**src/rtl/control_sequencer.sv**
```systemverilog
// Hardwired fetch/execute control unit: decodes IR and sequences T0..T5 datapath strobes.
// Outputs are a Moore decode of the state register and IR.
module control_sequencer (
  input  logic        clock,
  input  logic        clear,
  input  logic        start,
  input  logic        stop,
  input  logic [31:0] IR,
  output logic        PCout,
  output logic        MARin,
  output logic        IncPC,
  output logic        ZLowIn,
  output logic        ZLowOut,
  output logic        PCin,
  output logic        Read,
  output logic        MDRin,
  output logic        MDRout,
  output logic        IRin,
  output logic        Yin,
  output logic        Gra,
  output logic        Grb,
  output logic        Grc,
  output logic        Rout,
  output logic        Rin,
  output logic [3:0]  alu_op,
  output logic        run,
  output logic        instr_done,
  output logic        illegal,
  output logic [15:0] instr_count
);

  localparam logic [2:0] IDLE   = 3'd0;
  localparam logic [2:0] T0     = 3'd1;
  localparam logic [2:0] T1     = 3'd2;
  localparam logic [2:0] T2     = 3'd3;
  localparam logic [2:0] T3     = 3'd4;
  localparam logic [2:0] T4     = 3'd5;
  localparam logic [2:0] T5     = 3'd6;
  localparam logic [2:0] HALTED = 3'd7;

  localparam logic [4:0] OP_NEG  = 5'b10001;
  localparam logic [4:0] OP_NOT  = 5'b10010;
  localparam logic [4:0] OP_NOP  = 5'b11010;
  localparam logic [4:0] OP_HALT = 5'b11011;

  logic [2:0] state;
  logic [2:0] state_nxt;
  logic       stop_pending;
  logic [4:0] opcode;
  logic [4:0] op_minus2;
  logic       is_bin;
  logic       is_un;
  logic       is_nop;
  logic       is_halt;
  logic [3:0] bin_alu;
  logic [3:0] un_alu;
  logic [2:0] boundary;

  // Register fields are consumed by the datapath's own decoder, not here.
  logic unused_ir;
  assign unused_ir = ^IR[26:0];

  assign opcode    = IR[31:27];
  assign op_minus2 = opcode - 5'd2;
  assign is_bin    = (opcode >= 5'd3) && (opcode <= 5'd10);
  assign is_un     = (opcode == OP_NEG) || (opcode == OP_NOT);
  assign is_nop    = (opcode == OP_NOP);
  assign is_halt   = (opcode == OP_HALT);
  // Binary opcodes 00011..01010 map onto ALU codes 0001..1000 in order.
  assign bin_alu   = op_minus2[3:0];
  assign un_alu    = (opcode == OP_NEG) ? 4'b1001 : 4'b1010;
  assign boundary  = stop_pending ? IDLE : T0;

  always_comb begin
    PCout = 1'b0; MARin = 1'b0; IncPC = 1'b0; ZLowIn = 1'b0;
    ZLowOut = 1'b0; PCin = 1'b0; Read = 1'b0; MDRin = 1'b0;
    MDRout = 1'b0; IRin = 1'b0; Yin = 1'b0;
    Gra = 1'b0; Grb = 1'b0; Grc = 1'b0; Rout = 1'b0; Rin = 1'b0;
    alu_op = 4'b0000;
    instr_done = 1'b0;
    illegal = 1'b0;
    run = (state != IDLE) && (state != HALTED);
    case (state)
      T0: begin
        PCout = 1'b1; MARin = 1'b1; IncPC = 1'b1; ZLowIn = 1'b1;
      end
      T1: begin
        ZLowOut = 1'b1; PCin = 1'b1; Read = 1'b1; MDRin = 1'b1;
      end
      T2: begin
        MDRout = 1'b1; IRin = 1'b1;
      end
      T3: begin
        if (is_bin) begin
          Grb = 1'b1; Rout = 1'b1; Yin = 1'b1;
        end else if (is_un) begin
          Grb = 1'b1; Rout = 1'b1; ZLowIn = 1'b1; alu_op = un_alu;
        end else if (is_nop || is_halt) begin
          instr_done = 1'b1;
        end else begin
          illegal = 1'b1;
        end
      end
      T4: begin
        if (is_bin) begin
          Grc = 1'b1; Rout = 1'b1; ZLowIn = 1'b1; alu_op = bin_alu;
        end else begin
          ZLowOut = 1'b1; Gra = 1'b1; Rin = 1'b1; instr_done = 1'b1;
        end
      end
      T5: begin
        ZLowOut = 1'b1; Gra = 1'b1; Rin = 1'b1; instr_done = 1'b1;
      end
      default: ;
    endcase
  end

  always_comb begin
    state_nxt = state;
    case (state)
      IDLE, HALTED: if (start && !stop) state_nxt = T0;
      T0: state_nxt = T1;
      T1: state_nxt = T2;
      T2: state_nxt = T3;
      T3: begin
        if (is_bin || is_un) state_nxt = T4;
        else if (is_halt)    state_nxt = HALTED;
        else                 state_nxt = boundary;
      end
      T4: state_nxt = is_bin ? T5 : boundary;
      T5: state_nxt = boundary;
      default: state_nxt = IDLE;
    endcase
  end

  always_ff @(posedge clock or negedge clear) begin
    if (!clear) begin
      state        <= IDLE;
      stop_pending <= 1'b0;
      instr_count  <= 16'h0000;
    end else begin
      state <= state_nxt;
      if ((state_nxt == IDLE) || (state_nxt == HALTED))
        stop_pending <= 1'b0;
      else if (run && stop)
        stop_pending <= 1'b1;
      if (instr_done)
        instr_count <= instr_count + 16'h0001;
    end
  end

endmodule
```
**config.mk**
```make
export PLATFORM = sky130hd
export DESIGN_NAME = control_sequencer
export DESIGN_NICKNAME = d
export VERILOG_FILES = /design/src/rtl/control_sequencer.sv
export SDC_FILE = /design/constraint.sdc
export NUM_CORES = 1
export LEC_CHECK = 0
export ABC_AREA = 1
export BUFFER_PORTS_ARGS = -buffer_cell sky130_fd_sc_hd__buf_2
export CAP_MARGIN = 10
export CORE_MARGIN = 3
export CORE_UTILIZATION = 45
export DETAILED_ROUTE_END_ITERATION = 10
export PLACE_DENSITY = 0.75
export SLEW_MARGIN = 10
export SYNTH_ARGS = -nofsm -noshare
export SYNTH_HDL_FRONTEND = slang
export SYNTH_SLANG_ARGS = --single-unit
```
**constraint.sdc**
```tcl
create_clock -name clock -period 1.7 [get_ports clock]
set_input_delay 0.085 -clock clock [delete_from_list [all_inputs] [get_ports clock]]
set_output_delay 0.085 -clock clock [all_outputs]
set_load 0.005 [all_outputs]
```
==> metrics.txt <==
Clock Skew 7.66 ps; CTS tree yes; mapped cell area 1470 sq um; initial drt markers 43; Cell Pwr Density 1230 nW/um^2; DRC viols 0; Syn Inst Count 194; Clock Latency Late Sink 300 ps; Worst VDD drop 0.000818 V; Worst Hold Class in -> reg; final setup violation count 0; RSZ-0062 raised after global routing no; Slew headroom 71.1%; pin count of the biggest net entering global routing 21; clk slew on worst S/H paths 100 ps; Die Wd 63.2 um; floorplan core area 3080 sq um; Final ANT Viol Nets 0; final instance area 1860 sq um; Fin. Hold Viols 0; status complete, no violations; setup_tns 0 ps; hpwl dp 2.54 mm; Clock Root Buffer clkbuf_4; Tot Pwr 2.28 mW; Inst Count DP 280; initial core utilization 47.9%; gr ovfl total 0; Die Y 63.2 um; Post-DP Area 1730 sq um; MaxCap Viol Count 0; highest clock rate 0.619 GHz; die area 4000 sq um; pre-CTS setup slack 103 ps; filler cell count 292; Port Buf Inserts 47; Slew Viols, Final 0; CP Capture Type primary output; Seq/Total Area, Yosys 34.0%; largest area contributor in the netlist dfrtp_1; CTS H-tree depth 1; leakage power 1.05 nW; fin nets 290; Crit Path Max Fanout 9; # IOs 75; Seq pwr share 31.6%; Layout area overhead 26.1%; ANT cells 0; Yosys top cell area share 34.0%; post-synth cell types 25; first-pass GRT wire length 5.16 mm; RD Place Congestion 0.831; clock network fraction of design power 11.9%; initial antenna violation count 0; logic gate share of total power 56.5%; Int Power 1.29 mW; clock period minus final worst setup slack 1620 ps; fin worst setup slack 84.4 ps; Avg Inst Size Synth 7.60 sq um; CTS buffer count 3; FF+latch count, synth 20; Area contributors post-synth dfrtp_1 (34%), nand2_1 (9.2%), inv_1 (7.1%); via count 1373; Cell Rows 20; Clock Sinks 20; crit share post-route 95.0%; Pre-antenna DRT Iters 4; layout cells sized above 1 36.8%; Syn Nets 233; drt total wl 3.21 mm; Critical Setup Path Class reg -> out; Via density 4.67; critical path launch point type register; worst-case hold slack 110 ps; global-route usage over all layers 15.5%; crit path DAT 1530 ps; fin util 60.4%; post-route insts no fill 294; Worst-Margin Slew 433 ps; vias in the first global route 1220; WP data required 1620 ps; post-DR wirelength/cell 10.9 um; clk buf depth 2; Net Sw Power 988 uW; Sw Ratio 43.3%; Ys Warns 0
==> registers in the layout (all words and copies together), names as in the netlist <==
name,count
instr_count,16
stop_pending,1
state,3
==> area by class of cell <==
type,count,area [sq um],area share (%)
multi-input combinational,133,806,43.4
sequential,20,502,27.0
clock buffer,4,36.3,1.95
tap,44,55.1,2.96
timing repair buffer,60,335,18.0
inverter,33,124,6.67
==> what timing repair did <==
action / in CTS / in global routing
hold buffers: 1 / 0
pin swaps: 1 / 2
gates resized for setup: 0 / 7
setup endpoints to repair: 3 / 5
buffers inserted: 3 / 6
hold endpoints to repair: 20 / 0
==> worst paths after layout <==
kind,startpoint,end,slack [ps],cells past startpoint
worst max-delay path,state[1],alu_op[1],80,6
worst min-delay path,stop,stop_pending,110,5
worst max register to register,state[1],instr_count[7],120,10
worst min register to register,instr_count[15],instr_count[15],480,1
max in group asynchronous,clear,state[0],1120,2
min in group asynchronous,clear,instr_count[12],240,2
==> power groups by stage <==
stage	registers (mW)	logic, mW	clock network (mW)
after CTS	0.716	1.20	0.280
final	0.720	1.29	0.271
after floorplan	0.720	0.822	0
after detailed placement	0.732	1.16	0
after global routing	0.744	1.43	0.306
after global placement	0.728	1.13	0
==> cells by family after synthesis <==
group | share of synthesized area (%)
AND/OR/NAND/NOR | 37.3
buffers and inverters | 12.3
flip-flops | 34.0
XOR/XNOR | 9.51
AO/OA/AOI/OAI | 4.41
adder cells (fa/ha/maj) | 2.55
==> cells in the final DEF (no fill, tap or decap), types with 3 or more instances in the layout <==
master	count
xor2_1	11
o21ai_0	4
ha_1	3
nand2_2	4
xnor2_1	5
buf_4	12
nor2_1	20
nand3_2	3
nand3_1	14
buf_2	47
clkbuf_4	3
inv_1	27
dfrtp_1	19
inv_2	6
o21ai_1	6
nand2_1	36
nor2_4	3
nor3_1	9
==> cell usage after synthesis (all sizes together) <==
library cell,n
nand2,42
inv,33
nor2,24
dfrtp,20
nand3,19
nor3,11
o21ai,11
xor2,11
buf,8
xnor2,5
ha,3
nand4,3
a21oi,2
nor4,1
or2,1
==> worst max-delay path: stages, from the launching register on <==
cell,delay [ps]
dfrtp_1,400
inv_2,100
nand2_4,80
nor2_4,150
nand4_4,200
o21ai_0,180
buf_2,130
==> layer usage <==
layer / global-route usage [%] / wire length, um
met1: 20.5 / 1460
met3: 2.50 / 149
met2: 26.2 / 1580
met4: 4.31 / 19
met5: 0 / 0
Note: power is estimated with default switching activity, not from simulation.
